**src/rtl/awe_dsp_input_seq_mux_if.sv**
```systemverilog
// Operand-selector bus: config port, N-wide input beat port and registered operand output.
// The master side drives config and input beats; the slave side is the selector itself.
interface awe_dsp_input_seq_mux_if #(
    parameter int C_DATA_WIDTH = 18,
    parameter int C_NUM_INPUTS = 4
);
    localparam int C_SEL_WIDTH = (C_NUM_INPUTS > 2) ? $clog2(C_NUM_INPUTS) : 1;

    logic                                   cfg_valid;
    logic [1:0]                             cfg_mode;
    logic [C_SEL_WIDTH-1:0]                 cfg_sel;
    logic                                   cfg_ready;
    logic                                   cfg_err;
    logic [C_NUM_INPUTS*C_DATA_WIDTH-1:0]   datain;
    logic                                   datain_valid;
    logic                                   datain_ready;
    logic [C_DATA_WIDTH-1:0]                dataout;
    logic                                   dataout_valid;
    logic [C_SEL_WIDTH-1:0]                 dataout_sel;

    modport master (
        output cfg_valid, cfg_mode, cfg_sel, datain, datain_valid,
        input  cfg_ready, cfg_err, datain_ready, dataout, dataout_valid, dataout_sel
    );

    modport slave (
        input  cfg_valid, cfg_mode, cfg_sel, datain, datain_valid,
        output cfg_ready, cfg_err, datain_ready, dataout, dataout_valid, dataout_sel
    );
endinterface

```
**src/rtl/awe_dsp_input_seq_mux.sv**
```systemverilog
// Registered N:1 operand selector feeding an AWE DSP slice, with static, sweep,
// zero and burst (one captured vector serialised over N cycles) modes.
module awe_dsp_input_seq_mux #(
    parameter int C_DATA_WIDTH = 18,
    parameter int C_NUM_INPUTS = 4
) (
    input logic                    clk,
    input logic                    rst,
    awe_dsp_input_seq_mux_if.slave bus
);
    localparam int C_SEL_WIDTH = (C_NUM_INPUTS > 2) ? $clog2(C_NUM_INPUTS) : 1;
    localparam logic [C_SEL_WIDTH-1:0] LAST_SEL = C_SEL_WIDTH'(C_NUM_INPUTS - 1);

    typedef enum logic [1:0] {
        MODE_STATIC = 2'b00,
        MODE_SWEEP  = 2'b01,
        MODE_BURST  = 2'b10,
        MODE_ZERO   = 2'b11
    } mode_e;

    typedef enum logic {
        IDLE = 1'b0,
        EMIT = 1'b1
    } state_e;

    mode_e                   mode_r;
    logic [C_SEL_WIDTH-1:0]  sel_r;
    logic [C_SEL_WIDTH-1:0]  ptr;
    logic [C_SEL_WIDTH-1:0]  cnt;
    logic [C_SEL_WIDTH-1:0]  cnt_next;
    state_e                  state;
    state_e                  state_next;
    logic                    hold_load;

    logic [C_DATA_WIDTH-1:0] chan    [C_NUM_INPUTS];
    logic [C_DATA_WIDTH-1:0] holding [C_NUM_INPUTS];

    logic [C_DATA_WIDTH-1:0] dout_r;
    logic [C_DATA_WIDTH-1:0] dout_next;
    logic [C_SEL_WIDTH-1:0]  dsel_r;
    logic [C_SEL_WIDTH-1:0]  dsel_next;
    logic                    dvalid_r;
    logic                    dvalid_next;
    logic                    cfg_err_r;

    logic cfg_ready_w;
    logic din_ready_w;
    logic cfg_accept;
    logic cfg_legal;
    logic beat_accept;

    // Readies are forced high while reset is asserted so upstream never sees a stall glitch.
    assign cfg_ready_w = rst || (state == IDLE);
    assign din_ready_w = rst || (state == IDLE) || (cnt == LAST_SEL);
    assign cfg_accept  = bus.cfg_valid && cfg_ready_w;
    assign cfg_legal   = int'(bus.cfg_sel) < C_NUM_INPUTS;
    assign beat_accept = bus.datain_valid && din_ready_w;

    always_comb begin
        for (int k = 0; k < C_NUM_INPUTS; k++) begin
            chan[k] = bus.datain[k*C_DATA_WIDTH +: C_DATA_WIDTH];
        end
    end

    always_comb begin
        state_next = state;
        cnt_next   = cnt;
        hold_load  = 1'b0;
        case (state)
            IDLE: begin
                if (beat_accept && (mode_r == MODE_BURST)) begin
                    hold_load  = 1'b1;
                    cnt_next   = '0;
                    state_next = EMIT;
                end
            end
            EMIT: begin
                // cnt tracks the element currently on dataout; the last one reopens the input.
                if (cnt != LAST_SEL) begin
                    cnt_next = cnt + 1'b1;
                end else begin
                    cnt_next = '0;
                    if (beat_accept) begin
                        hold_load = 1'b1;
                    end else begin
                        state_next = IDLE;
                    end
                end
            end
            default: begin
                state_next = IDLE;
                cnt_next   = '0;
            end
        endcase
    end

    always_comb begin
        dout_next   = dout_r;
        dsel_next   = dsel_r;
        dvalid_next = 1'b0;
        if ((state == EMIT) && (cnt != LAST_SEL)) begin
            dvalid_next = 1'b1;
            dout_next   = holding[cnt_next];
            dsel_next   = cnt_next;
        end else if (beat_accept) begin
            dvalid_next = 1'b1;
            case (mode_r)
                MODE_STATIC: begin
                    dout_next = chan[sel_r];
                    dsel_next = sel_r;
                end
                MODE_SWEEP: begin
                    dout_next = chan[ptr];
                    dsel_next = ptr;
                end
                MODE_BURST: begin
                    // Element 0 goes straight out so the burst starts the cycle after capture.
                    dout_next = chan[0];
                    dsel_next = '0;
                end
                default: begin
                    dout_next = '0;
                    dsel_next = '0;
                end
            endcase
        end
    end

    always_ff @(posedge clk) begin
        if (rst) begin
            state     <= IDLE;
            cnt       <= '0;
            mode_r    <= MODE_STATIC;
            sel_r     <= '0;
            ptr       <= '0;
            dout_r    <= '0;
            dsel_r    <= '0;
            dvalid_r  <= 1'b0;
            cfg_err_r <= 1'b0;
        end else begin
            state     <= state_next;
            cnt       <= cnt_next;
            dout_r    <= dout_next;
            dsel_r    <= dsel_next;
            dvalid_r  <= dvalid_next;
            cfg_err_r <= cfg_accept && !cfg_legal;
            // A same-cycle legal config write wins over the sweep advance.
            if (cfg_accept && cfg_legal) begin
                mode_r <= mode_e'(bus.cfg_mode);
                sel_r  <= bus.cfg_sel;
                ptr    <= bus.cfg_sel;
            end else if (beat_accept && (mode_r == MODE_SWEEP)) begin
                ptr <= (ptr == LAST_SEL) ? '0 : ptr + 1'b1;
            end
        end
    end

    always_ff @(posedge clk) begin
        if (hold_load) begin
            holding <= chan;
        end
    end

    assign bus.cfg_ready     = cfg_ready_w;
    assign bus.cfg_err       = cfg_err_r;
    assign bus.datain_ready  = din_ready_w;
    assign bus.dataout       = dout_r;
    assign bus.dataout_valid = dvalid_r;
    assign bus.dataout_sel   = dsel_r;
endmodule

```
**src/flat_wrapper.sv**
```systemverilog
// flat-port wrapper written by rule: the top's interface ports become plain ports
module awe_dsp_input_seq_mux_flat 
#(
    parameter int C_DATA_WIDTH = 18,
    parameter int C_NUM_INPUTS = 4
)
  (clk, rst, bus_cfg_valid, bus_cfg_mode, bus_cfg_sel, bus_datain, bus_datain_valid, bus_cfg_ready, bus_cfg_err, bus_datain_ready, bus_dataout, bus_dataout_valid, bus_dataout_sel);
  awe_dsp_input_seq_mux_if #(.C_DATA_WIDTH(C_DATA_WIDTH), .C_NUM_INPUTS(C_NUM_INPUTS)) bus_i ();
  input logic clk;
  input logic rst;
  input wire logic [$bits(bus_i.cfg_valid)-1:0] bus_cfg_valid;
  input wire logic [$bits(bus_i.cfg_mode)-1:0] bus_cfg_mode;
  input wire logic [$bits(bus_i.cfg_sel)-1:0] bus_cfg_sel;
  input wire logic [$bits(bus_i.datain)-1:0] bus_datain;
  input wire logic [$bits(bus_i.datain_valid)-1:0] bus_datain_valid;
  output wire logic [$bits(bus_i.cfg_ready)-1:0] bus_cfg_ready;
  output wire logic [$bits(bus_i.cfg_err)-1:0] bus_cfg_err;
  output wire logic [$bits(bus_i.datain_ready)-1:0] bus_datain_ready;
  output wire logic [$bits(bus_i.dataout)-1:0] bus_dataout;
  output wire logic [$bits(bus_i.dataout_valid)-1:0] bus_dataout_valid;
  output wire logic [$bits(bus_i.dataout_sel)-1:0] bus_dataout_sel;
  assign bus_i.cfg_valid = bus_cfg_valid;
  assign bus_i.cfg_mode = bus_cfg_mode;
  assign bus_i.cfg_sel = bus_cfg_sel;
  assign bus_i.datain = bus_datain;
  assign bus_i.datain_valid = bus_datain_valid;
  assign bus_cfg_ready = bus_i.cfg_ready;
  assign bus_cfg_err = bus_i.cfg_err;
  assign bus_datain_ready = bus_i.datain_ready;
  assign bus_dataout = bus_i.dataout;
  assign bus_dataout_valid = bus_i.dataout_valid;
  assign bus_dataout_sel = bus_i.dataout_sel;
  awe_dsp_input_seq_mux #(.C_DATA_WIDTH(C_DATA_WIDTH), .C_NUM_INPUTS(C_NUM_INPUTS)) u_core (.clk(clk), .rst(rst), .bus(bus_i));
endmodule
```
**config.mk**
```make
export PLATFORM = sky130hd
export DESIGN_NAME = awe_dsp_input_seq_mux_flat
export DESIGN_NICKNAME = d
export VERILOG_FILES = /design/src/rtl/awe_dsp_input_seq_mux_if.sv /design/src/rtl/awe_dsp_input_seq_mux.sv /design/src/flat_wrapper.sv
export SDC_FILE = /design/constraint.sdc
export NUM_CORES = 1
export LEC_CHECK = 0
export CAP_MARGIN = 30
export CORE_UTILIZATION = 58
export CTS_CLUSTER_DIAMETER = 40
export DETAILED_ROUTE_END_ITERATION = 7
export DONT_BUFFER_PORTS = 1
export PLACE_DENSITY = 0.81
export SYNTH_ARGS = -nofsm -noshare
export SYNTH_HDL_FRONTEND = slang
export SYNTH_SLANG_ARGS = --single-unit
```
**constraint.sdc**
```tcl
create_clock -name clk -period 5.4 [get_ports clk]
set_clock_uncertainty 0.2 [all_clocks]
set_input_delay 0 -clock clk [delete_from_list [all_inputs] [get_ports clk]]
set_output_delay 0 -clock clk [all_outputs]
set_load 0.01 [all_outputs]
```
# Word-level counts from Yosys, hierarchy flattened
# Index checks and enable logic that the tools add are counted.
[word_totals] in_bits=80 regBits=102 output_inout_bits=24
[classes] add_sub_neg=2 bitwise_logic=4 eq_ne=5 magnitude_cmp=3 mux=28 reduce_logical=10
[op_table] op="18-bit two-way mux" count=8
[op_table] op="18-bit binary-select mux with 2-bit select" count=3
[op_table] op="18-bit one-hot mux with 3 select lines" count=1
[op_table] op="2-bit two-way mux" count=7
[op_table] op="3-bit >= comparator, second input constant" count=3
[op_table] op="2-bit NOT with 3-bit output" count=3
[op_table] op="2-bit one-hot mux with 2 select lines" count=2
[op_table] op="2-bit equality test, second input constant" count=3
[op_table] op="1-bit logical AND" count=5
[op_table] op="1-bit two-way mux" count=5
[op_table] op="2-bit by 1-bit adder with 2-bit output, second input constant" count=2
[op_table] op="1-bit one-hot mux with 2 select lines" count=2
[op_table] op="2-bit nonzero test" count=2
[op_table] op="2-bit by 1-bit equality test with 1-bit output, second input constant" count=1
[op_table] op="2-bit logical NOT" count=1
[op_table] op="1-bit logical OR" count=2
[op_table] op="2-bit inequality test, second input constant" count=1
[op_table] op="1-bit NOT" count=1

# Longest topological paths before layout
[logic_depth] word_depth=12 ltp_mapped=7

# Least setup slack after synthesis
# No wires, ideal clock.
[synth_timing] path_kind="reg2reg" start="reg u_core.mode_r[1]" end="reg u_core.holding[0] (netlist bit), enable pin" arrival_time_ns=4.368 setup_slack_ns=0.330 stages_incl_launch_ff=7 required_ns=4.698 period_less_slack_ns=5.070 setup_time_ns=0.502 path_cell_list="dfxtp_1 > clkbuf_1 > clkbuf_1 > clkbuf_1 > nor2b_1 > mux2i_1 > nor2_1"
[synth_between] elab_chain_cells=4
[synth_lines] item="start, declared" line_no="awe_dsp_input_seq_mux.sv:26" source="mode_e mode_r;"
[synth_lines] item="start signal, assigned" line_no="awe_dsp_input_seq_mux.sv:149" source="mode_r <= mode_e'(bus.cfg_mode);"
[synth_lines] item="2-bit equality test" line_no="awe_dsp_input_seq_mux.sv:71" source="if (beat_accept && (mode_r == MODE_BURST)) begin"
[synth_lines] item="1-bit logical AND" line_no="awe_dsp_input_seq_mux.sv:71"
[synth_lines] item="1-bit two-way mux" line_no="awe_dsp_input_seq_mux.sv:71"
[synth_lines] item="1-bit one-hot mux with 2 select lines" line_no="awe_dsp_input_seq_mux.sv:69" source="case (state)"
[synth_lines] item="via u_core.hold_load" line_no="awe_dsp_input_seq_mux.sv:33" source="logic hold_load;"
[synth_lines] item="end signal, assigned" line_no="awe_dsp_input_seq_mux.sv:160" source="holding <= chan;"
[synth_lines] item="end, declared" line_no="awe_dsp_input_seq_mux.sv:36" source="logic [C_DATA_WIDTH-1:0] holding [C_NUM_INPUTS];"
# The timed path passes the listed nets, and every way through them passes these cells.
# A chain may end at the register's enable or synchronous reset.

# Worst setup path after layout
[layout_timing] start="reg u_core.ptr[0]" end="reg u_core.dout_r[0], in the netlist u_core.bus.dataout[0]"
[layout_between] elab_chain_cells=7
[layout_lines] item="start, declared" line_no="awe_dsp_input_seq_mux.sv:28" source="logic [C_SEL_WIDTH-1:0] ptr;"
[layout_lines] item="start signal, assigned" line_no="awe_dsp_input_seq_mux.sv:151" source="ptr <= bus.cfg_sel;"
[layout_lines] item="start signal, assigned" line_no="awe_dsp_input_seq_mux.sv:153" source="ptr <= (ptr == LAST_SEL) ? '0 : ptr + 1'b1;"
[layout_lines] item="2-bit NOT with 3-bit output (not written as such)" line_no="awe_dsp_input_seq_mux.sv:113" source="dout_next = chan[ptr];"
[layout_lines] item="18-bit binary-select mux with 2-bit select" line_no="awe_dsp_input_seq_mux.sv:113"
[layout_lines] item="18-bit two-way mux (not written as such) (2 in series)" line_no="awe_dsp_input_seq_mux.sv:113"
[layout_lines] item="18-bit one-hot mux with 3 select lines" line_no="awe_dsp_input_seq_mux.sv:107" source="case (mode_r)"
[layout_lines] item="18-bit two-way mux" line_no="awe_dsp_input_seq_mux.sv:105" source="end else if (beat_accept) begin"
[layout_lines] item="18-bit two-way mux" line_no="awe_dsp_input_seq_mux.sv:101" source="if ((state == EMIT) && (cnt != LAST_SEL)) begin"
[layout_lines] item="end signal, assigned" line_no="awe_dsp_input_seq_mux.sv:143" source="dout_r <= dout_next;"
[layout_lines] item="end, declared" line_no="awe_dsp_input_seq_mux.sv:38" source="logic [C_DATA_WIDTH-1:0] dout_r;"
# Every way passes these cells. The select of a mux whose other input is x is not followed.

==> flow_metrics.env <==
export IMPL_setup_tns_final_ns=0
export IMPL_ys_types=49
export IMPL_min_to="u_core.bus.dataout[16]"
export IMPL_crit_path_top_delay_cell="dlygate4sd3_1"
export IMPL_area_delta_synth_final_pct=22.13
export IMPL_clkTransAtPathRegs_ns=0.11
export IMPL_first_iter_violations=547
export IMPL_post_route_period_util=0.6312
export IMPL_vias=5048
export IMPL_hold_depth=4
export IMPL_endpoint_kind="flip-flop"
export IMPL_cp_start_kind="flip-flop"
export IMPL_dp_hpwl_mm=9.375
export IMPL_overflow=0
export IMPL_drc=0
export IMPL_cts_made_buffers=9
export IMPL_drv_slew=0
export IMPL_hold_path_class="in2reg"
export IMPL_cts_tree="yes"
export IMPL_slowest_delay_ns=0.61
export IMPL_synth_cells=527
export IMPL_synth_seq_cells=102
export IMPL_stdcell_count=725
export IMPL_wl_per_cell_um=24.02
export IMPL_reg2reg_depth=7
export IMPL_post_cts_buffers=0
export IMPL_hold_violations=0
export IMPL_worstHoldStart="bus_datain[34]"
export IMPL_layout_nets=672
export IMPL_drive_above_1_share=0.08571
export IMPL_max_freq_mhz=293.4
export IMPL_r2r_slack_ns=1.99
export IMPL_rsz0062_at_grt="no"
export IMPL_crit_fanout=30
export IMPL_place_port_buffers=0
export IMPL_crit_path_frequent_cell="dlygate4sd3_1"
export IMPL_outcome="completed"
export IMPL_worst_skew_pair_late_latency_ns=0.37
export IMPL_grt_max_degree=47
export IMPL_grt_pass1_wl_mm=26.76
export IMPL_cts_root_buf="clkbuf_8"
export IMPL_post_place_cells=616
export IMPL_synth_area_mm2=0.005608
export IMPL_cp_arrival_ns=3.48
export IMPL_fin_area_mm2=0.006849
export IMPL_seq_area_mm2=0.002765
export IMPL_critical_path_class="reg2reg"
export IMPL_grtUsageTotal=0.3519
export IMPL_worstPathRequired_ns=5.47
export IMPL_syn_nets=609
export IMPL_routed_wl_mm=17.41
export IMPL_routabilityCongestion=0.7988
export IMPL_core_area_mm2=0.009284
export IMPL_die_width_um=100.3
export IMPL_chipHeight_um=100.3
export IMPL_first_pass_iters=5
export IMPL_fill_cells=640
export IMPL_maxCapViolCount=0
export IMPL_crit_chain="buf_4 > mux2i_1 > dlygate4sd3_1 > nor2_1 > a2111oi_0 > dlygate4sd3_1 > o31ai_1"
export IMPL_vias_per_cell=6.963
export IMPL_multi_input_area_mm2=0.002619
export IMPL_yosysSeqAreaShare=0.4926
export IMPL_cts_sinks=102
export IMPL_holdBufCountCts=91
export IMPL_cts_max_level=3
export IMPL_power_density_mw_per_mm2=243.7
export IMPL_ir_worst_vdd_mv=0.1530
export IMPL_num_io_pins=104
export IMPL_setup_viol=0
export IMPL_place_area_mm2=0.005718
export IMPL_cts_max_path_buffers=2
export IMPL_antenna_found_initial=1
export IMPL_synthFlopType="edfxtp_1"
export IMPL_die_area_mm2=0.01007
export IMPL_p_leak_nw=2.262
export IMPL_first_global_vias=5247
export IMPL_period_needed_ns=3.408
export IMPL_synth_edff_count=72
export IMPL_max_slew_margin=0.3944
export IMPL_drtAntennaViolNets=0
export IMPL_avgSynthCellArea_um2=10.64
export IMPL_worstMarginPinSlew_ns=0.9084
export IMPL_row_count=35
export IMPL_timing_rr_end="u_core.bus.dataout[0]"
export IMPL_async_flop_share=0
export IMPL_startpoint="u_core.ptr[0]"
export IMPL_rr_startpoint="u_core.ptr[0]"
export IMPL_cts_resized=0
export IMPL_yosysWarnings=0
export IMPL_initial_core_util=0.6040
worst max-delay path: cells and delay by family, from the launching register on:
kind	cells	cell delay (ns)
and+or+nand+nor	1	0.04
DFF	1	0.56
buffers and inverters	3	1.73
AOI/OAI and AO/OA	2	0.46
muxes	1	0.29
cells in the final DEF, fill, tap and decap left out, drive strengths merged, types with 2 or more instances in the layout:
master | netlist | final
ha | 2 | 2
o31ai | 17 | 17
nor3 | 35 | 35
nor4 | 2 | 2
nor2b | 3 | 3
o21ai | 17 | 17
mux2i | 57 | 57
o32a | 17 | 17
clkbuf | 35 | 11
nand2 | 29 | 29
o221ai | 2 | 2
nand3b | 2 | 2
o2bb2ai | 2 | 2
o22ai | 17 | 17
dlygate4sd3 | 0 | 90
buf | 17 | 14
a31oi | 17 | 17
nor2 | 47 | 47
edfxtp | 72 | 72
a21boi | 17 | 17
clkinvlp | 0 | 3
nand2b | 3 | 3
a2111oi | 17 | 17
or4bb | 18 | 18
or3b | 20 | 20
and2 | 2 | 2
inv | 4 | 4
nand3 | 3 | 3
dfxtp | 30 | 30
a21oi | 10 | 10
cells in the mapped netlist, drive strengths merged, types with 17 or more instances:
library cell,number,area [um2]
edfxtp,72,2162
mux2i,57,570.6
nor2,47,176.4
clkbuf,35,131.4
nor3,35,175.2
dfxtp,30,600.6
nand2,29,108.9
or3b,20,177.7
or4bb,18,202.7
a2111oi,17,148.9
a21boi,17,127.6
a31oi,17,106.4
buf,17,105.1
o21ai,17,85.08
o22ai,17,106.4
o31ai,17,127.6
o32a,17,170.2
stage by stage:
step	setup WS, ns	hold WS (ns)	util	power [mW]
2_1_floorplan	0.3298	-0.1011	-	1.064
3_3_place_gp	2.616	-0.1338	0.6046	1.091
3_5_place_dp	2.791	-0.1282	0.6159	1.106
4_1_cts	2.155	0.03605	0.7358	1.650
5_1_grt	1.860	0.04655	0.7377	1.720
6_report	1.992	0.05119	0.7377	1.669
cell type report:
| class | instances | share of cell area |
|---|---|---|
| Clock inverter | 5 | 0.008951 |
| Multi-Input combinational cell | 369 | 0.3824 |
| Antenna cell | 1 | 0.0003654 |
| Clock buffer | 11 | 0.01918 |
| Sequential cell | 102 | 0.4037 |
| Inverter | 4 | 0.002192 |
| Tap cell | 129 | 0.02357 |
| Timing Repair Buffer | 104 | 0.1597 |
state kept, by name (all words and copies together), names as in the netlist:
name	flops
u_core.mode_r	2
u_core.bus.dataout_valid	1
u_core.ptr	2
u_core.bus.dataout_sel	2
u_core.holding	72
u_core.bus.dataout	18
u_core.state	1
u_core.cnt	2
u_core.sel_r	2
logic make-up (layout without fill, tap and decap cells):
family | after synthesis | count (layout) | share of synthesized area
other | 1 | 2 | 0.0006687
buffers and inverters | 56 | 124 | 0.04484
adders and majority gates | 2 | 2 | 0.004462
muxes | 57 | 57 | 0.1017
DFF | 102 | 102 | 0.4926
and+or+nand+nor | 167 | 167 | 0.1716
AOI/OAI and AO/OA | 142 | 142 | 0.1841
layer usage:
layer | part of all wire | track usage | vias to the layer above | routed length (um)
li1 | - | - | 2187 | -
met1 | 0.36 | 0.4377 | 2408 | 6254
met2 | 0.48 | 0.5653 | 380 | 8408
met3 | 0.12 | 0.09331 | 73 | 2147
met4 | 0.035 | 0.1817 | 0 | 602
met5 | 0 | 0 | - | 0
worst max-delay path by stage:
stage               slack, ns                     end  cells past startpoint
floorplan                0.33       u_core.holding[0]                      6
global placement         2.62      u_core.holding[26]                      4
detailed placement       2.79  u_core.bus.dataout[17]                      5
CTS                      2.15   u_core.bus.dataout[0]                      7
global route             1.86   u_core.bus.dataout[0]                      7
finish                   1.99   u_core.bus.dataout[0]                      7
power breakdown:
part | internal (mW) | leakage, nW | total [mW] | switching [mW]
clock network | 0.216 | 0.0858 | 0.492 | 0.276
logic | 0.135 | 1.28 | 0.274 | 0.139
registers | 0.868 | 0.901 | 0.903 | 0.0356
total | 1.22 | 2.26 | 1.67 | 0.451
Power figures use the tool's default switching activity.
